==> config.mk <==
export PLATFORM = sky130hd
export DESIGN_NAME = ring_interlock_arbiter
export DESIGN_NICKNAME = d
export VERILOG_FILES = /design/src/rtl/ring_interlock_arbiter.sv
export SDC_FILE = /design/constraint.sdc
export NUM_CORES = 1
export LEC_CHECK = 0
export CORE_MARGIN = 4
export CORE_UTILIZATION = 25
export CTS_BUF_LIST = sky130_fd_sc_hd__clkbuf_8
export CTS_CLUSTER_DIAMETER = 150
export DETAILED_ROUTE_END_ITERATION = 8
export SYNTH_ARGS = -nofsm -noshare
export SYNTH_HDL_FRONTEND = slang
export SYNTH_SLANG_ARGS = --single-unit
export TNS_END_PERCENT = 5
==> constraint.sdc <==
create_clock -name clk -period 9.4 [get_ports clk]
set_input_delay 1.88 -clock clk [delete_from_list [all_inputs] [get_ports clk]]
set_output_delay 1.88 -clock clk [all_outputs]
set_load 0.05 [all_outputs]
==> src/rtl/ring_interlock_arbiter.sv <==
// Ring interlock arbiter: grants one shared resource to at most one of
// N_STATIONS ring stations. Priority rotates round-robin past each winner.
// A dead-time guard separates owners, and an owner that holds too long is
// revoked.

// Per-station release qualifier. Only the station that currently holds the
// grant can release it. It releases by pulsing done or by dropping its
// request.
module ring_interlock_station (
   input  logic grant,
   input  logic req,
   input  logic done,
   output logic rel
);
   assign rel = grant & (done | ~req);
endmodule

module ring_interlock_arbiter #(
   parameter  int N_STATIONS   = 8,
   parameter  int GUARD_CYCLES = 2,
   parameter  int MAX_HOLD     = 255,
   parameter  int CNT_W        = 8,
   localparam int IDX_W        = (N_STATIONS > 1) ? $clog2(N_STATIONS) : 1
) (
   input  logic                  clk,
   input  logic                  rst,
   input  logic [N_STATIONS-1:0] i_req,
   input  logic [N_STATIONS-1:0] i_done,
   output logic [N_STATIONS-1:0] o_grant,
   output logic [IDX_W-1:0]      o_owner,
   output logic                  o_busy,
   output logic                  o_timeout,
   output logic [IDX_W-1:0]      o_timeout_id
);

   typedef enum logic [1:0] {IDLE, GRANT, GUARD} state_t;

   localparam logic [CNT_W-1:0] GUARD_LOAD = CNT_W'(GUARD_CYCLES);
   localparam logic [CNT_W-1:0] HOLD_LAST  = CNT_W'((MAX_HOLD > 0) ? MAX_HOLD - 1 : 0);

   state_t                  state;
   logic [IDX_W-1:0]        ptr;
   logic [IDX_W-1:0]        winner;
   logic [IDX_W-1:0]        cand;
   logic [IDX_W-1:0]        ptr_next;
   logic                    found;
   logic [N_STATIONS-1:0]   win_onehot;
   logic [N_STATIONS-1:0]   rel_vec;
   logic                    rel;
   logic                    hold_expired;
   logic [CNT_W-1:0]        hold_cnt;
   logic [CNT_W-1:0]        guard_cnt;

   // Each station checks its own grant bit. The grant is one-hot, so the OR
   // of the per-station results is the owner's release.
   ring_interlock_station u_station [N_STATIONS-1:0] (
      .grant (o_grant),
      .req   (i_req),
      .done  (i_done),
      .rel   (rel_vec)
   );

   assign rel          = |rel_vec;
   assign hold_expired = (MAX_HOLD != 0) && (hold_cnt == HOLD_LAST);

   // Rotating search. The winner is the first requester at or above the
   // pointer, wrapping from the top station back to station 0.
   always_comb begin
      found  = 1'b0;
      winner = '0;
      cand   = '0;
      for (int i = 0; i < N_STATIONS; i++) begin
         cand = IDX_W'((int'(ptr) + i) % N_STATIONS);
         if (!found && i_req[cand]) begin
            found  = 1'b1;
            winner = cand;
         end
      end
   end

   // One-hot decode of the winner and the pointer value just past it.
   always_comb begin
      win_onehot         = '0;
      win_onehot[winner] = 1'b1;
      ptr_next           = IDX_W'((int'(winner) + 1) % N_STATIONS);
   end

   // Arbiter FSM. All outputs are registered and updated together with the state.
   always_ff @(posedge clk) begin
      if (rst) begin
         state        <= IDLE;
         o_grant      <= '0;
         o_owner      <= '0;
         o_busy       <= 1'b0;
         o_timeout    <= 1'b0;
         o_timeout_id <= '0;
         ptr          <= '0;
         hold_cnt     <= '0;
         guard_cnt    <= '0;
      end else begin
         o_timeout <= 1'b0;
         case (state)
            IDLE: begin
               if (found) begin
                  state    <= GRANT;
                  o_grant  <= win_onehot;
                  o_owner  <= winner;
                  o_busy   <= 1'b1;
                  ptr      <= ptr_next;
                  hold_cnt <= '0;
               end
            end
            GRANT: begin
               // A release that arrives in the same cycle as expiry wins,
               // so no timeout is flagged.
               if (rel) begin
                  state     <= GUARD;
                  o_grant   <= '0;
                  guard_cnt <= GUARD_LOAD;
               end else if (hold_expired) begin
                  state        <= GUARD;
                  o_grant      <= '0;
                  guard_cnt    <= GUARD_LOAD;
                  o_timeout    <= 1'b1;
                  o_timeout_id <= o_owner;
               end else begin
                  hold_cnt <= hold_cnt + 1'b1;
               end
            end
            GUARD: begin
               // A load of 0 or 1 both give a single guard cycle.
               if (guard_cnt <= CNT_W'(1)) begin
                  state     <= IDLE;
                  o_busy    <= 1'b0;
                  guard_cnt <= '0;
               end else begin
                  guard_cnt <= guard_cnt - 1'b1;
               end
            end
            default: begin
               state   <= IDLE;
               o_grant <= '0;
               o_busy  <= 1'b0;
            end
         endcase
      end
   end

endmodule

==> metrics.txt <==
DR pass1 iterations 4; maximum vdd drop about 100 µV; final std cell area, no fill 0.00322 mm²; WHS 0.480 ns; Synth area leaders dfxtp_1 (27%), mux4_2 (9.8%), nor2_1 (5.4%), mux2_2 (4.5%), mux2i_1 (4.0%); nets@finish 361; Placed Area 0.00314 mm²; Hold EP o_grant[0]; Worst setup EP type register; worst r2r dst o_grant[7]; CP Class in2reg; Setup TNS 0 ns; leakage power 1.16 nW; ant diodes 0; Crit-path slowest cell a222oi_1; CP Data Required Time 9.63 ns; DR vias/cell 5.19; async set-reset flop share out of synthesis 0; post-synthesis area per instance between 8 and 9 µm²; Die Wd approximately 110 µm; Synthesis Warnings 0; CTS H-tree depth 2; most frequent cell after synthesis nor2_1; Synth Instances approximately 320; max-cap violation count 0; leading area contributor after synthesis dfxtp_1; worst min-delay path category reg2reg; Cell variety after synth 62; Area Overhead vs Synth 16.5%; final wirelength 7310 µm; DR vias roughly 2500; highest clock rate 193 MHz; CTS tree built; unrepaired setup endpoints after global routing no; Core Box Area ~0.011 mm²; total gr overflow 0; Crit Path Max Fanout 8; GRT met2 Usage 0.186; TritonCTS Buffers 5; crit-path cells clkdlybuf4s50_1, mux2_4, mux4_2, o32ai_2, and3_1, a21oi_1, a222oi_1, nor3b_2, a32o_1; clk_lat worst skew 0.28 ns; Final min period 5.19 ns; Critical R2R Launch ptr[0]; CTS clk-pin slew, worst paths 0.07 ns; Clock Sinks 37; ratio of cells with drive above 1 in the final layout 0.121; period utilization 0.553; Hold Crit Start o_grant[0]; Post-Syn Area between 0.002 and 0.003 mm²; wire length per cell between 15 and 20 µm; Hold Vio Cnt, Final 0; initial antenna violation count 0; FF+latch count, synth 37; Final Max Tran Viols 0; status completed; largest net degree at the start of global routing 27; Chip Height between 100 and 150 µm; endpoints failing setup 0; I/O pin count 34; reg2reg setup slack approximately 4.3 ns; primary flip-flop cell chosen by synthesis mapping dfxtp_1; skew final 0.00384 ns; ANT nets after route 0; post-CTS repair timing setup buffer count 0; GR Util met3 0.0187; placer's final routability congestion estimate 0.924; hold buffers post-CTS 0; number of flops mapped to enable cells by yosys 0; clk root buf clkbuf_8; Hold Path Stages 2; PD cells 302 mW/mm²; Syn Nets 342; die footprint 0.0128 mm²; top-area cell type share of the netlist area 0.268; WP data arrival 5.43 ns; Longest Clk Path Bufs 2; M1 GR Usage 0.155; R2R cell count 10; worst slew pin tran just over 0.9 ns; Tot GR Track Use 0.115; Slowest Stage Delay on Critical Path 0.78 ns; port bufs 33; global-route wire length before repair 12100 µm; PostCTS Resize Cnt 0; post-synthesis sequential area ratio 0.268; DRC 0; layer with the highest usage met2; Initial Util 0.255; DR iter-0 viols between 100 and 150; CP Launch Type input pin; Synth top cells by count nor2_1 (40), dfxtp_1 (37), inv_1 (20), nand2_1 (20), o21ai_0 (20); Slew headroom 0.383; dpl hpwl 5500 µm; row cnt 38; vias in the first global route ~2400
[area by class of cell]
| cell class | instances | area, µm² |
|---|---|---|
| fill | 1151 | 7620 |
| timing repair buffer | 34 | 338 |
| tap | 140 | 175 |
| inverter | 22 | 82.6 |
| sequential | 37 | 741 |
| multi-input combinational | 237 | 1800 |
| clock buffer | 5 | 68.8 |
| clock inverter | 3 | 11.3 |
[metrics by stage]
stage	total power, mW	worst slack, ns	utilization	instances
floorplan	0.737	4.94	-	318
detailed placement	0.862	4.02	0.290	470
finish	0.971	4.21	0.297	478
CTS	0.970	4.29	0.297	478
global route	1.04	3.98	0.297	478
global placement	0.858	4.07	0.290	470
[layout by cell type, fill, tap and decap left out, types with 3 or more instances in the layout]
cell / n
nor2_1: 40
dfxtp_1: 37
clkdlybuf4s50_1: 33
inv_1: 23
nand2_1: 20
o21ai_0: 20
a21oi_1: 16
nand3_1: 13
mux4_2: 12
mux2i_1: 11
mux2_2: 11
nor3_1: 8
ha_1: 6
xnor2_1: 5
clkbuf_8: 5
a22o_1: 4
xor2_1: 4
nand4_1: 4
a32o_1: 4
mux2_4: 3
nor2b_1: 3
or3_1: 3
a311oi_1: 3
[per-layer routing]
layer	part of all wire	vias to the layer above
li1	-	1210
met2	0.47	68
met1	0.46	1193
met3	0.040	10
met5	0	-
met4	0.027	0
[state kept, by name, summed over array words and instances, names as in the netlist]
signal / cells
o_grant: 8
o_timeout: 1
ptr: 3
guard_cnt: 8
o_busy: 1
o_owner: 3
hold_cnt: 8
state: 2
o_timeout_id: 3
[critical path, delay by kind of cell]
kind | cells | cell delay, ns
AOI/OAI and AO/OA | 4 | 1.45
muxes | 2 | 0.88
and+or+nand+nor | 2 | 0.67
buffers and inverters | 1 | 0.53
[power by group]
group / switching (mW) / internal, mW / total, mW
Sequential: 0.0417 / 0.186 / 0.227
Combinational: 0.380 / 0.261 / 0.641
Clock: 0.0527 / 0.0494 / 0.102
Total: 0.475 / 0.496 / 0.971
[cells by family after synthesis]
family | synth area share
AO/OA/AOI/OAI | 0.201
XOR/XNOR | 0.0285
adder cells (fa/ha/maj) | 0.0272
buffers and inverters | 0.0793
flip-flops | 0.268
multiplexers | 0.208
AND/OR/NAND/NOR | 0.188
[how the worst max path moves through the flow]
stage                         from          to  cells after the start
after floorplan           i_req[1]  o_grant[7]                      8
after global placement    i_req[7]  o_grant[7]                      9
final                     i_req[1]  o_grant[7]                      9
after CTS                 i_req[1]  o_grant[7]                      9
after global routing        ptr[0]  o_grant[2]                     10
after detailed placement  i_req[1]  o_grant[7]                      9
(Power assumes the default switching activity.)
